--- config.mk ---
export PLATFORM = sky130hd
export DESIGN_NAME = chien_search_stage
export DESIGN_NICKNAME = d
export VERILOG_FILES = /design/src/rtl/bch_pkg.sv /design/src/rtl/gf_mul_const.sv /design/src/rtl/chien_search_stage.sv
export SDC_FILE = /design/constraint.sdc
export NUM_CORES = 1
export LEC_CHECK = 0
export ABC_CLOCK_PERIOD_IN_PS = 2150
export BUFFER_PORTS_ARGS = -buffer_cell sky130_fd_sc_hd__buf_2
export CORE_MARGIN = 4
export CORE_UTILIZATION = 61
export DETAILED_ROUTE_END_ITERATION = 7
export GPL_TIMING_DRIVEN = 0
export PLACE_DENSITY = 0.88
export SLEW_MARGIN = 30
export SYNTH_ARGS = -nofsm -noshare
export SYNTH_HDL_FRONTEND = slang
export SYNTH_SLANG_ARGS = --single-unit
--- constraint.sdc ---
create_clock -name clk -period 2.15 [get_ports clk]
set_input_delay 0.1075 -clock clk [delete_from_list [all_inputs] [get_ports clk]]
set_output_delay 0.1075 -clock clk [all_outputs]
set_load 0.01 [all_outputs]
--- src/rtl/bch_pkg.sv ---
// Shared GF(16) types, constants and constant-multiply helper for the BCH(15,7) decoder.
// Primitive polynomial x^4+x+1.
package bch_pkg;

    localparam int N = 15;

    typedef logic [3:0] gf_t;

    typedef enum logic [1:0] {
        IDLE,
        SEARCH,
        DONE
    } chien_state_t;

    localparam gf_t ALPHA_INV  = 4'b1001;
    localparam gf_t ALPHA_INV2 = 4'b1101;

    function automatic gf_t gf_xtime(gf_t a);
        return {a[2:0], 1'b0} ^ (a[3] ? 4'b0011 : 4'b0000);
    endfunction

    // With c constant this folds down to a fixed XOR network.
    function automatic gf_t gf_mul_c(gf_t a, gf_t c);
        gf_t p;
        gf_t y;
        p = a;
        y = '0;
        for (int i = 0; i < 4; i++) begin
            if (c[i]) y = y ^ p;
            p = gf_xtime(p);
        end
        return y;
    endfunction

endpackage

--- src/rtl/gf_mul_const.sv ---
// Combinational GF(16) multiply by a fixed field constant C.
module gf_mul_const
    import bch_pkg::*;
#(
    parameter gf_t C = 4'b0001
) (
    input  gf_t a,
    output gf_t y
);

    always_comb begin
        y = gf_mul_c(a, C);
    end

endmodule

--- src/rtl/chien_search_stage.sv ---
// Iterative Chien search for BCH(15,7) t=2: one codeword position per clock.
// Optional CHIEN_CORRECT_EN adds cw_in/cw_out and applies the error mask.
module chien_search_stage
    import bch_pkg::*;
(
    input  logic        clk,
    input  logic        rst,
    input  logic        in_valid,
    output logic        in_ready,
    input  logic [3:0]  l1,
    input  logic [3:0]  l2,
`ifdef CHIEN_CORRECT_EN
    input  logic [14:0] cw_in,
    output logic [14:0] cw_out,
`endif
    output logic        out_valid,
    output logic [14:0] err_mask,
    output logic [1:0]  err_cnt,
    output logic        fail
);

    chien_state_t state;
    chien_state_t nstate;

    logic        ld;
    logic        step;
    logic        fin;

    gf_t         r1;
    gf_t         r2;
    gf_t         r1n;
    gf_t         r2n;
    gf_t         ev;
    logic [3:0]  j;
    logic [1:0]  deg;
    logic [14:0] acc_mask;
    logic [1:0]  acc_cnt;
    logic        fail_n;

`ifdef CHIEN_CORRECT_EN
    logic [14:0] cw_in_q;
`endif

    gf_mul_const #(.C(ALPHA_INV))  u_mul1 (.a(r1), .y(r1n));
    gf_mul_const #(.C(ALPHA_INV2)) u_mul2 (.a(r2), .y(r2n));

    // sigma(alpha^-j) with r1/r2 already scaled to position j
    assign ev     = 4'b0001 ^ r1 ^ r2;
    assign fail_n = (acc_cnt != deg) | (acc_cnt == 2'd3);

    always_ff @(posedge clk or negedge rst) begin
        if (!rst) state <= IDLE;
        else      state <= nstate;
    end

    always_comb begin
        nstate = state;
        unique case (state)
            IDLE:    if (in_valid) nstate = SEARCH;
            SEARCH:  if (j == 4'(N - 1)) nstate = DONE;
            DONE:    nstate = IDLE;
            default: nstate = IDLE;
        endcase
    end

    always_comb begin
        in_ready = 1'b0;
        ld       = 1'b0;
        step     = 1'b0;
        fin      = 1'b0;
        unique case (state)
            IDLE: begin
                in_ready = 1'b1;
                ld       = in_valid;
            end
            SEARCH:  step = 1'b1;
            DONE:    fin  = 1'b1;
            default: ;
        endcase
    end

    always_ff @(posedge clk or negedge rst) begin
        if (!rst) begin
            r1        <= '0;
            r2        <= '0;
            j         <= '0;
            deg       <= '0;
            acc_mask  <= '0;
            acc_cnt   <= '0;
            out_valid <= 1'b0;
            err_mask  <= '0;
            err_cnt   <= '0;
            fail      <= 1'b0;
        end else begin
            out_valid <= fin;
            if (ld) begin
                r1       <= l1;
                r2       <= l2;
                j        <= '0;
                deg      <= (l2 != '0) ? 2'd2 : (l1 != '0) ? 2'd1 : 2'd0;
                acc_mask <= '0;
                acc_cnt  <= '0;
            end
            if (step) begin
                if (ev == '0) begin
                    acc_mask <= acc_mask | (15'd1 << j);
                    if (acc_cnt != 2'd3) acc_cnt <= acc_cnt + 2'd1;
                end
                r1 <= r1n;
                r2 <= r2n;
                j  <= j + 4'd1;
            end
            if (fin) begin
                err_mask <= acc_mask;
                err_cnt  <= acc_cnt;
                fail     <= fail_n;
            end
        end
    end

`ifdef CHIEN_CORRECT_EN
    always_ff @(posedge clk or negedge rst) begin
        if (!rst) begin
            cw_in_q <= '0;
            cw_out  <= '0;
        end else begin
            if (ld) cw_in_q <= cw_in;
            if (fin) cw_out <= fail_n ? cw_in_q : (cw_in_q ^ acc_mask);
        end
    end
`endif

endmodule
Yosys cells after proc, flatten, opt, wreduce, memory -nomap -nowiden
Cells that the tools add are included.
Word-level totals
  bits in writable memories: 0
  input port bits: 11
  output and inout port bits: 20
  bits in read-only memories: 0
  bits in latches: 0
  memories: 0
  bits in registers: 52
Operators by class
  mux-type cells: 28
  equality and inequality tests: 8
  $lt $le $gt $ge: 0
  bitwise gates (word level): 13
  reduce and logical (&&, ||, !) cells: 6
  multipliers: 0
  div/mod/pow operators: 0
  $add $sub $neg: 2
  shift-type cells: 1
Operator list (number)
  2-to-1 mux 15 bit: 3
  XOR 4 bit: 10
  2-to-1 mux 2 bit: 13
  2-to-1 mux 4 bit: 6
  bitwise OR 15 bit: 1
  left shift 1 x 4 -> 15 bit, first input constant: 1
  nonzero test 4 bit: 2
  inequality test 2 bit, second input constant: 3
  2-to-1 mux 1 bit: 5
  adder 4 x 1 -> 4 bit, second input constant: 1
  equality test 2 bit, second input constant: 2
  equality test 4 bit, second input constant: 1
  zero test 4 bit: 1
  case mux 2 bit (2 select lines): 1
  adder 2 x 1 -> 2 bit, second input constant: 1
  equality test 2 x 1 -> 1 bit, second input constant: 1
  zero test 2 bit: 1
  inequality test 2 bit: 1
  AND reduction 2 bit: 1
  nonzero test 2 bit: 1
  inverter 1 bit: 1
  bitwise OR 1 bit: 1

Longest topological paths before layout
  word-level depth: 8
  mapped depth: 7
  gate-level depth less buffers: 5

Cells and area by module
From an unflattened synthesis, not the netlist that was laid out.
Unflattened totals
  cells, all modules: 226
  area, all modules: 2381.0 µm²
By module, submodules not included
  chien_search_stage: times used 1, area an instance 2321.0 µm², cells an instance 218
  gf_mul_const at u_mul2: times used 1, area an instance 40.0 µm², cells an instance 4
  gf_mul_const at u_mul1: times used 1, area an instance 20.0 µm², cells an instance 4

Worst setup path before layout
No wires, ideal clock.
  path kind: reg2reg
  from: register r1[1]
  to: register acc_mask[0]
  stages on the path, launching flop included: 7
  path buffers: 2
  path slack: 0.677 ns
  data arrival time: 1.408 ns
  cells stage by stage: dfrtp_1 > xor2_2 > a2111oi_4 > and3_1 > buf_6 > buf_12 > o21a_1
On the way
  word-level cells in the longest chain between the ends: 4
Ends and longest elaborated chain
  from (decl): line chien_search_stage.sv:29  | gf_t r1;
  from (signal assigned): line chien_search_stage.sv:97  | r1 <= l1;
  from (signal assigned): line chien_search_stage.sv:109  | r1 <= r1n;
  XOR 4 bit: line chien_search_stage.sv:48  | assign ev = 4'b0001 ^ r1 ^ r2;
  zero test 4 bit: line chien_search_stage.sv:105  | if (ev == '0) begin
  2-to-1 mux 15 bit: line chien_search_stage.sv:105
  2-to-1 mux 15 bit: line chien_search_stage.sv:104  | if (step) begin
  to (signal assigned): line chien_search_stage.sv:106  | acc_mask <= acc_mask | (15'd1 << j);
  to (decl): line chien_search_stage.sv:36  | logic [14:0] acc_mask;
No other way between the ends.
A chain may end at the register's enable or synchronous reset.

Worst setup path in the final report
  from: register state[0]
  to: register acc_mask[7]
On the way
  word-level cells in the longest chain between the ends: 5
  elaborated cells on any way between the ends: 7
  those cells by class: eq/ne (1); mux (5); reduce/logical (1)
Ends and longest elaborated chain
  from (decl): line chien_search_stage.sv:22  | chien_state_t state;
  from (signal assigned): line chien_search_stage.sv:53  | else state <= nstate;
  zero test 2 bit: line chien_search_stage.sv:71  | unique case (state)
  2-to-1 mux 1 bit: line chien_search_stage.sv:71
  2-to-1 mux 15 bit: line chien_search_stage.sv:96  | if (ld) begin
  2-to-1 mux 15 bit: line chien_search_stage.sv:105
  2-to-1 mux 15 bit (*): line chien_search_stage.sv:104
Mark *: on every way between the ends. The rest lies on a longest branch, timed or not.

==> results.yml <==
run_status:
  run_status: "complete, no violations"
logic_synthesis:
  postSynthCellCount: 213
  synth_fp_nets: 231
  yosys_warnings: 0
  synth_seq_area_share_pct: 53.4
  synth_seq_cells: 52
  synth_cell_types: 44
  synth_enable_flop_cells: 0
  synthFlopType: "dfrtp_1"
  syn_area_per_cell_um2: 11.4
  synthArstFlopShare_pct: 100
  netlist_area_um2: 2440
finish:
  seq_area_um2: 1300
  diodes: 0
  finalNetCount: 269
  nFillCells: 259
  area_growth_pct: 13.0
  drive_gt1_share_pct: 25.8
  multiInputGateArea_um2: 1020
sta:
  fin_setup_tns_ns: 0
  hold_violations: 0
  worst_pin_slew_ns: 0.631
  fin_crit_ns: 1.67
  fmax_mhz: 599
  slew_viol_final: 0
  period_share_pct: 77.6
  relSlewSlack_pct: 58.0
  rsz0062_at_grt: "false"
  finClkSkew_ns: 0.00593
  setup_viol: 0
floorplanning:
  coreArea_um2: 3770
  die_h_um: 71.2
  num_rows: 22
  dieArea_um2: 5070
  ios: 31
  initial_core_util_pct: 64.6
  die_x_um: 71.2
power_and_ir_drop:
  irDropWorstVdd_mv: 0.808
  p_seq_share_pct: 41.5
  clkPwrFrac_pct: 15.4
  power_frac_comb_pct: 43.0
  swShare_pct: 39.0
  power_density_nw_per_um2: 1340
  p_leak_nw: 1.41
  total_power_mw: 3.68
  intPower_mw: 2.25
  switchingPower_mw: 1.44
setup_path:
  r2r_start: "state[0]"
  path_cells: "nor2b_1 > clkbuf_1 > nand2b_1 > clkbuf_1 > a22o_1"
  worstPathArrival_ns: 1.87
  start_kind: "flip-flop"
  setup.worst_path.start: "state[0]"
  slowest_stage: "dfrtp_1"
  crit_type: "flip-flop to flip-flop"
  cp.required_ns: 2.35
  crit_fanout: 10
  slowest_delay_ns: 0.46
  end_kind: "flip-flop"
  cpMostUsedCell: "clkbuf_1"
worst_hold_path:
  worstHoldStart: "l1[2]"
  hold_path.class: "primary input to flip-flop"
run:
  cap_violations: 0
drt:
  drcViolationCount: 0
  postRouteAntennaNets: 0
  first_pass_iters: 4
  wl_per_cell_um: 15.3
  drt_iter0_markers: 149
  vias: 1744
  wl_mm: 4.58
  viasPerCell: 5.81
global_route:
  grt_max_degree: 53
  track_usage_pct: 20.3
  overflow: 0
  grt_pass1_wl_mm: 8.12
  antenna_found_initial: 0
  grt_pass1_vias: 1707
place:
  portBuffers: 30
  gp_congestion: 0.848
  dp_hpwl_mm: 3.23
clock_tree:
  cts_root_buf: "clkbuf_8"
  cts_tree: "done"
  cts_htree_levels: 2
  cts.path.max_buffers: 2
  cts_sinks: 52
  worstSkewPairLatency_ns: 0.31
  clk_pin_slew_ns: 0.09
  cts_buffers: 5
-- timing repair --
| item | CTS | global route |
|---|---|---|
| hold endpoints to repair | 52 | 0 |
| hold buffers | 1 | 0 |
| buffers inserted | 0 | 0 |
| gates resized for setup | 0 | 0 |
-- synth_stat cells (2+ instances only) --
cell type	instances	area, µm²
o21ai_0	12	60.1
ha_1	7	87.6
a22o_1	5	43.8
dfrtp_1	52	1300
nor2b_1	3	18.8
a22oi_1	5	37.5
a21oi_1	3	15.0
o21a_1	10	75.1
a211oi_1	9	67.6
clkbuf_1	9	33.8
xor2_1	4	35.0
mux2_2	17	191
nor2_1	14	52.6
and3_1	2	12.5
nand2_1	16	60.1
inv_1	9	33.8
nand3_1	2	10.0
nor3_1	2	10.0
nor3b_1	2	15.0
buf_2	2	10.0
nand2b_1	5	31.3
-- path summary, 6_finish.rpt --
check | end | slack, ns | cells past startpoint
hold reg to reg | fail | 0.48 | 2
setup reg to reg | acc_mask[7] | 0.48 | 5
setup / recovery | acc_mask[7] | 0.48 | 5
hold / removal | r1[2] | 0.12 | 3
min in group asynchronous | r1[3] | 0.36 | 2
max in group asynchronous | r1[2] | 1.37 | 2
-- kinds of logic after synthesis --
group,after synthesis,synth area share (%)
AO/OA/AOI/OAI,57,17.6
flip-flops,52,53.4
AND/OR/NAND/NOR,50,9.86
buffers and inverters,23,4.78
multiplexers,18,8.27
adder cells (fa/ha/maj),7,3.60
XOR/XNOR,6,2.47
-- registers in the layout, summed over array words and instances, names as in the netlist --
register,count
acc_cnt,2
acc_mask,15
deg,2
err_cnt,2
err_mask,15
fail,1
j,4
out_valid,1
r1,4
r2,4
state,2
-- cell type report --
class,instances,share of cell area [%]
multi-input combinational,138,37.0
inverter,9,1.23
buffer,14,3.00
tap,48,2.18
sequential,52,47.3
timing repair buffer,31,5.91
clock buffer,7,3.14
clock inverter,1,0.273
-- power groups by stage --
stage                     sequential, mW  combinational [mW]  clock (mW)
after floorplan                     1.49                1.23           0
after global placement              1.53                1.50           0
after detailed placement            1.55                1.56           0
after CTS                           1.52                1.59       0.585
after global routing                1.57                1.78       0.645
final                               1.53                1.59       0.568
-- through the flow --
step	utilization (%)	cells	area [µm²]	setup slack (ns)	hold slack (ns)
after floorplan	-	213	2440	0.677	-0.188
after global placement	70.2	291	2650	0.576	0.376
after detailed placement	70.2	291	2650	0.538	0.173
after CTS	73.0	300	2750	0.500	0.107
after global routing	73.0	300	2750	0.288	0.134
final	73.0	300	2750	0.481	0.115
-- layer usage --
metal	part of all wire (%)	GRT usage (%)	wire [µm]
met1	45	26.6	2060
met4	2.4	9.60	110
met2	48	31.0	2190
met5	0	0	0
met3	4.6	5.82	212
-- critical path: cells and delay by family, from the launching register on --
family | cells | cell delay, ns
buffers and inverters | 2 | 0.57
DFF | 1 | 0.46
AOI/OAI and AO/OA | 1 | 0.28
and+or+nand+nor | 2 | 0.25
-- placed cells by master (no fill, tap or decap), types with 2 or more instances in the layout --
cell type	Yosys	routed
a22o_1	5	5
a21oi_1	3	3
clkbuf_8	0	6
nand3_1	2	2
nor2_1	14	14
and3_1	2	2
dfrtp_1	52	52
nand2_1	16	16
inv_1	9	9
buf_2	2	31
nor3b_1	2	2
nor2b_1	3	3
a211oi_1	9	9
a22oi_1	5	5
xor2_1	4	4
clkbuf_1	9	10
nor3_1	2	2
nand2b_1	5	5
o21ai_0	12	12
mux2_2	17	17
o21a_1	10	10
ha_1	7	7
No activity file was read; power rests on OpenSTA's default activity.
